File: src/rtl/div_su_pipe_pkg.sv
// ============================================================================
// Module : div_su_pipe_pkg
// Brief  : Shared types and helpers for the signed/unsigned pipelined divider.
// Rev    : 1.0
// ============================================================================
`default_nettype none

package div_su_pipe_pkg;

  typedef struct packed {
    logic div0;
    logic ovf;
    logic neg_q;
    logic neg_r;
  } div_flags_t;

  function automatic div_flags_t make_flags(
    input logic is_signed,
    input logic sign_a,
    input logic sign_b,
    input logic dvs_zero,
    input logic dvd_min,
    input logic dvs_all_ones
  );
    div_flags_t f;
    f.div0  = dvs_zero;
    f.ovf   = is_signed & dvd_min & dvs_all_ones;
    f.neg_q = is_signed & (sign_a ^ sign_b);
    f.neg_r = is_signed & sign_a;
    return f;
  endfunction

endpackage

`default_nettype wire

File: src/rtl/div_su_pipe_stage.sv
// ============================================================================
// Module : div_stage
// Brief  : Combinational restoring-division step, BITS_PER_STAGE bits at once.
// Rev    : 1.0
// ============================================================================
`default_nettype none

module div_stage #(
  parameter int WIDTH          = 16,
  parameter int BITS_PER_STAGE = 1
) (
  input  logic [WIDTH-1:0] i_rem,
  input  logic [WIDTH-1:0] i_quo,
  input  logic [WIDTH-1:0] i_divisor,
  output logic [WIDTH-1:0] o_rem,
  output logic [WIDTH-1:0] o_quo
);

  logic [WIDTH-1:0] w_rem;
  logic [WIDTH-1:0] w_quo;
  logic [WIDTH:0]   w_sh;
  logic [WIDTH:0]   w_diff;

  // i_quo holds the unconsumed dividend bits in its MSBs and the quotient bits
  // accumulated so far in its LSBs.
  always_comb begin
    w_rem  = i_rem;
    w_quo  = i_quo;
    w_sh   = '0;
    w_diff = '0;
    for (int i = 0; i < BITS_PER_STAGE; i++) begin
      w_sh   = {w_rem, w_quo[WIDTH-1]};
      w_diff = w_sh - {1'b0, i_divisor};
      if (w_diff[WIDTH]) begin
        w_rem = w_sh[WIDTH-1:0];
        w_quo = {w_quo[WIDTH-2:0], 1'b0};
      end else begin
        w_rem = w_diff[WIDTH-1:0];
        w_quo = {w_quo[WIDTH-2:0], 1'b1};
      end
    end
  end

  assign o_rem = w_rem;
  assign o_quo = w_quo;

endmodule

`default_nettype wire

File: src/rtl/div_su_pipe.sv
// ============================================================================
// Module : div_su_pipe
// Brief  : Fully pipelined signed/unsigned divider with valid/tag sideband.
// Rev    : 1.0
// ============================================================================
`default_nettype none

module div_su_pipe
  import div_su_pipe_pkg::*;
#(
  parameter int WIDTH          = 16,
  parameter int BITS_PER_STAGE = 1,
  parameter int TAG_W          = 4
) (
  input  logic             clk,
  input  logic             reset_n,
  input  logic             i_enable,
  input  logic             i_valid,
  input  logic             i_signed,
  input  logic [WIDTH-1:0] i_dividend,
  input  logic [WIDTH-1:0] i_divisor,
  input  logic [TAG_W-1:0] i_tag,
  output logic             o_valid,
  output logic [WIDTH-1:0] o_quotient,
  output logic [WIDTH-1:0] o_remainder,
  output logic             o_div0,
  output logic             o_overflow,
  output logic [TAG_W-1:0] o_tag
);

  localparam int             c_N_STAGES = WIDTH / BITS_PER_STAGE;
  localparam int             c_LATENCY  = c_N_STAGES + 2;
  localparam logic [WIDTH-1:0] c_MIN    = {1'b1, {(WIDTH-1){1'b0}}};

  if (WIDTH < 4) begin : g_chk_width
    $error("div_su_pipe: WIDTH must be at least 4");
  end
  if (!(BITS_PER_STAGE == 1 || BITS_PER_STAGE == 2 || BITS_PER_STAGE == 4) ||
      (WIDTH % BITS_PER_STAGE) != 0) begin : g_chk_bps
    $error("div_su_pipe: BITS_PER_STAGE must be 1, 2 or 4 and divide WIDTH");
  end

  // Stage 0 operand conditioning
  logic             w_sign_a;
  logic             w_sign_b;
  logic [WIDTH-1:0] w_a_mag;
  logic [WIDTH-1:0] w_b_mag;
  div_flags_t       w_flags;

  assign w_sign_a = i_signed & i_dividend[WIDTH-1];
  assign w_sign_b = i_signed & i_divisor[WIDTH-1];
  assign w_a_mag  = w_sign_a ? -i_dividend : i_dividend;
  assign w_b_mag  = w_sign_b ? -i_divisor  : i_divisor;
  assign w_flags  = make_flags(i_signed, w_sign_a, w_sign_b, (i_divisor == '0),
                               (i_dividend == c_MIN), (i_divisor == '1));

  // Pipeline storage: index 0 is the input register, index s is after stage s
  logic [c_LATENCY-2:0] r_valid;
  logic [WIDTH-1:0]     r_rem   [0:c_N_STAGES];
  logic [WIDTH-1:0]     r_quo   [0:c_N_STAGES];
  logic [WIDTH-1:0]     r_dvs   [0:c_N_STAGES-1];
  logic [WIDTH-1:0]     r_dvd   [0:c_N_STAGES];
  div_flags_t           r_flags [0:c_N_STAGES];
  logic [TAG_W-1:0]     r_tag   [0:c_N_STAGES];

  logic [WIDTH-1:0] w_rem_nxt [0:c_N_STAGES-1];
  logic [WIDTH-1:0] w_quo_nxt [0:c_N_STAGES-1];

  for (genvar s = 0; s < c_N_STAGES; s++) begin : g_stage
    div_stage #(
      .WIDTH          (WIDTH),
      .BITS_PER_STAGE (BITS_PER_STAGE)
    ) u_stage (
      .i_rem     (r_rem[s]),
      .i_quo     (r_quo[s]),
      .i_divisor (r_dvs[s]),
      .o_rem     (w_rem_nxt[s]),
      .o_quo     (w_quo_nxt[s])
    );
  end

  // Output-stage sign correction and special cases
  div_flags_t       w_fl_last;
  logic [WIDTH-1:0] w_q_fin;
  logic [WIDTH-1:0] w_r_fin;

  assign w_fl_last = r_flags[c_N_STAGES];

  always_comb begin
    w_q_fin = w_fl_last.neg_q ? -r_quo[c_N_STAGES] : r_quo[c_N_STAGES];
    w_r_fin = w_fl_last.neg_r ? -r_rem[c_N_STAGES] : r_rem[c_N_STAGES];
    if (w_fl_last.div0) begin
      w_q_fin = '1;
      w_r_fin = r_dvd[c_N_STAGES];
    end else if (w_fl_last.ovf) begin
      w_q_fin = c_MIN;
      w_r_fin = '0;
    end
  end

  logic             r_out_valid;
  logic [WIDTH-1:0] r_out_quo;
  logic [WIDTH-1:0] r_out_rem;
  logic             r_out_div0;
  logic             r_out_ovf;
  logic [TAG_W-1:0] r_out_tag;

  // Only validity is reset; the data path is gated by it at the outputs.
  always_ff @(posedge clk or negedge reset_n) begin
    if (!reset_n) begin
      r_valid     <= '0;
      r_out_valid <= 1'b0;
    end else if (i_enable) begin
      r_valid     <= {r_valid[c_LATENCY-3:0], i_valid};
      r_out_valid <= r_valid[c_LATENCY-2];
    end
  end

  always_ff @(posedge clk) begin
    if (i_enable) begin
      r_rem[0]   <= '0;
      r_quo[0]   <= w_a_mag;
      r_dvs[0]   <= w_b_mag;
      r_dvd[0]   <= i_dividend;
      r_flags[0] <= w_flags;
      r_tag[0]   <= i_tag;
      for (int s = 0; s < c_N_STAGES; s++) begin
        r_rem[s+1]   <= w_rem_nxt[s];
        r_quo[s+1]   <= w_quo_nxt[s];
        r_dvd[s+1]   <= r_dvd[s];
        r_flags[s+1] <= r_flags[s];
        r_tag[s+1]   <= r_tag[s];
      end
      for (int s = 0; s < c_N_STAGES - 1; s++) begin
        r_dvs[s+1] <= r_dvs[s];
      end
      r_out_quo  <= w_q_fin;
      r_out_rem  <= w_r_fin;
      r_out_div0 <= w_fl_last.div0;
      r_out_ovf  <= w_fl_last.ovf & ~w_fl_last.div0;
      r_out_tag  <= r_tag[c_N_STAGES];
    end
  end

  assign o_valid     = r_out_valid;
  assign o_quotient  = r_out_valid ? r_out_quo : '0;
  assign o_remainder = r_out_valid ? r_out_rem : '0;
  assign o_div0      = r_out_valid & r_out_div0;
  assign o_overflow  = r_out_valid & r_out_ovf;
  assign o_tag       = r_out_valid ? r_out_tag : '0;

endmodule

`default_nettype wire

File: config.mk
export PLATFORM = sky130hd
export DESIGN_NAME = div_su_pipe
export DESIGN_NICKNAME = d
export VERILOG_FILES = /design/src/rtl/div_su_pipe_pkg.sv /design/src/rtl/div_su_pipe_stage.sv /design/src/rtl/div_su_pipe.sv
export SDC_FILE = /design/constraint.sdc
export NUM_CORES = 2
export LEC_CHECK = 0
export CAP_MARGIN = 20
export CELL_PAD_IN_SITES_DETAIL_PLACEMENT = 1
export CELL_PAD_IN_SITES_GLOBAL_PLACEMENT = 1
export CORE_UTILIZATION = 35
export DETAILED_ROUTE_END_ITERATION = 10
export GPL_TIMING_DRIVEN = 0
export PLACE_DENSITY_LB_ADDON = 0.1
export SYNTH_ARGS = -nofsm -noshare
export SYNTH_HDL_FRONTEND = slang
export SYNTH_SLANG_ARGS = --single-unit
File: constraint.sdc
create_clock -name clk -period 4.54 [get_ports clk]
set_input_delay 0.908 -clock clk [delete_from_list [all_inputs] [get_ports clk]]
set_output_delay 0.908 -clock clk [all_outputs]
set_load 0.005 [all_outputs]
==> results.toml <==
[outcome]
status = "finished with violations"
violations = "DRC"

[power]
power_leakage_uw = 0.0233
clock_power_share_pct = 26.4
p_seq_share_pct = 39.7
combPwrFrac_pct = 33.9
swShare_pct = 31.5
peakVddDrop_v = 0.000338
power.density_nw_per_um2 = 656
p_sw_uw = 12900
p_int_uw = 28000

[hold_path]
hold_class = "reg2reg"

[logic_synthesis]
synth_edf_count = 1214
synthFlopType = "edfxtp_1"
yosys_register_bits = 1232
synth.avg_cell_area_sq_um = 14.8
yosysSeqAreaShare_pct = 67.8
ys_warn_count = 0
netlist_area_sq_um = 54400
synth_cell_types = 92
async_flop_share_pct = 1.46
postSynthCellCount = 3679

[cells_and_area]
layout_common_cells = "1214 x edfxtp_1, 317 x inv_1, 247 x ha_1, 199 x mux2_2, 186 x nor2_1"
layout-drive-gt1-share_pct = 12.1
layout.nets = 4217
fin_cells = 6073
syn_to_final_growth_pct = 14.8
mostFrequentLayoutCell = "edfxtp_1"

[detailed_routing]
via_count = 28954
route.met2.wl_um = 52800
totalWireLength_um = 103000
dr.pass1.iters = 8
wl_met1_um = 44200
viasPerCell = 4.77
route.detailed.drc = 8
route.met3.wl_um = 3090
ant_nets = 0
drt_iter0_markers = 1325
top_layer_used = "met4"
wl_per_cell_um = 16.9

[sta]
hold_viol = 0
slew-limit-headroom_pct = 27.3
slew_viol_final = 0
finalCriticalPeriod_ns = 3.87
max_freq_mhz = 259
final-setup-viol-count = 0
worst_pin_slew_ns = 1.08
rsz0062_at_grt = "false"
skew_ns = 0.0409
fin_crit_sh_pct = 85.2
final.setup.tns_ns = 0

[setup_path]
start_kind = "register"
required_ns = 5.03
crit_type = "reg2reg"
crit_arrival_ns = 4.36
end_kind = "register"
crit_path_max_fanout = 10

[clock_network]
post_cts.repair.setup_buffers = 0
cts_hold_buf = 0
cts_max_level = 4
cts_buffer_depth = 3
cts_tree = "yes"
cts_root_buf = "clkbuf_16"
numCtsBuffers = 141
cts.repair.resized = 0
clkLatencyLatePin_ns = 0.76
clkTransAtPathRegs_ns = 0.05
numClockSinks = 1232

[grt]
grt_pass1_vias = 30364
antenna_found_initial = 0
grt_start_max_net_pins = 184
grt_first_pass_wirelength_um = 164000
grt.total_usage_pct = 13.1
overflow = 0

[placed_design]
routabilityCongestion = 0.814
placedCellCount = 5815
hpwl_um = 72600
portBuffers = 79

[floorplan]
die-area_sq_um = 157000
chipHeight_um = 396
rows = 144
die_w_um = 396
boundaryPins = 80
core_sq_um = 154000
start_util_pct = 35.3

[job]
maxCapViolCount = 0
-- kinds of logic after synthesis --
group | after synthesis | synth area share, %
adder cells (fa/ha/maj) | 262 | 6.23
AO/OA/AOI/OAI | 672 | 8.14
flip-flops | 1232 | 67.8
multiplexers | 246 | 5.11
XOR/XNOR | 235 | 3.94
buffers and inverters | 384 | 2.80
AND/OR/NAND/NOR | 647 | 5.93
other | 1 | 0.00689
-- power groups by stage --
stage          clock (uW)  sequential [uW]  combinational [uW]
6_report            10800            16300               13900
5_1_grt             11600            16500               15500
4_1_cts             11200            16300               14200
3_5_place_dp            0            16500               14100
3_3_place_gp            0            17500               13900
2_1_floorplan           0            16000               10600
-- synth_stat cells (all sizes together) (18+ instances only) --
library cell	instances	share of area (%)
mux2	213	4.5
nand2b	32	0.37
or3	24	0.28
nand3	41	0.38
nand2	119	0.82
o21bai	29	0.41
o21ai	155	1.5
o31ai	21	0.29
dfrtp	18	0.83
buf	27	0.33
a21oi	176	1.7
o211ai	24	0.33
xor2	93	1.6
a31oi	32	0.40
o21a	41	0.57
edfxtp	1214	67
inv	319	2.2
xnor2	142	2.3
nor2b	61	0.70
nor2	187	1.3
nand4	25	0.29
ha	247	5.7
a21boi	19	0.26
nor3	47	0.43
a21o	64	0.88
and2	48	0.55
clkbuf	37	0.26
mux2i	33	0.61
-- registers in the layout, indices dropped and copies added (netlist names) --
signal	count
o_valid	1
r_dvd	272
r_dvs	256
r_flags	68
r_out_div0	1
r_out_ovf	1
r_out_quo	16
r_out_rem	16
r_out_tag	4
r_quo	256
r_rem	256
r_tag	68
r_valid	17
-- final cells by class --
class	instances	area (sq um)
Buffer	64	320
Timing Repair Buffer	86	1000
Tap cell	2044	2560
Sequential cell	1232	36900
Antenna cell	1	2.50
Fill cell	15777	91800
Clock buffer	179	3670
Multi-Input combinational cell	2069	16000
Inverter	320	1200
Clock inverter	78	781
-- path summary, 6_finish.rpt --
path | startpoint | endpoint | slack (ns) | cells past startpoint
setup / recovery | r_dvs[0][80]$_DFFE_PP_ | r_rem[0][108]$_DFFE_PP_ | 0.67 | 11
hold / removal | r_quo[0][60]$_DFFE_PP_ | r_quo[0][77]$_DFFE_PP_ | 0.40 | 0
setup reg to reg | r_dvs[0][80]$_DFFE_PP_ | r_rem[0][108]$_DFFE_PP_ | 0.67 | 11
hold reg to reg | r_quo[0][60]$_DFFE_PP_ | r_quo[0][77]$_DFFE_PP_ | 0.40 | 0
max in group asynchronous | reset_n | r_valid[10]$_DFFE_PN0P_ | 3.41 | 1
min in group asynchronous | reset_n | r_valid[3]$_DFFE_PN0P_ | 0.62 | 1
-- worst max-delay path, stage by stage (launching register included) --
cell,delay (ns)
edfxtp_1,0.39
ha_1,0.25
fa_1,0.47
nor2b_1,0.12
o21ai_0,0.12
a21oi_1,0.34
o211ai_1,0.26
o21ai_0,0.24
a21o_1,0.17
xor2_2,0.52
buf_4,0.35
mux2_2,0.36
-- metal layers --
metal / vias up / track usage, %
li1: 14248 / -
met2: 280 / 23.6
met1: 14237 / 15.6
met3: 189 / 2.49
met5: - / 0
met4: 0 / 4.55
-- stage by stage --
step / area [sq um] / setup slack, ns / hold WS [ns] / power, uW / util, %
after floorplan: 54400 / 1.50 / 0.400 / 26600 / -
after global placement: 57800 / -38.60 / 0.400 / 31300 / 37.5
after detailed placement: 58000 / 0.562 / 0.405 / 30600 / 37.6
after CTS: 62400 / 0.550 / 0.390 / 41800 / 40.5
after global routing: 62400 / 0.403 / 0.401 / 43600 / 40.5
final: 62400 / 0.674 / 0.397 / 40900 / 40.5
Power figures use the tool's default switching activity.
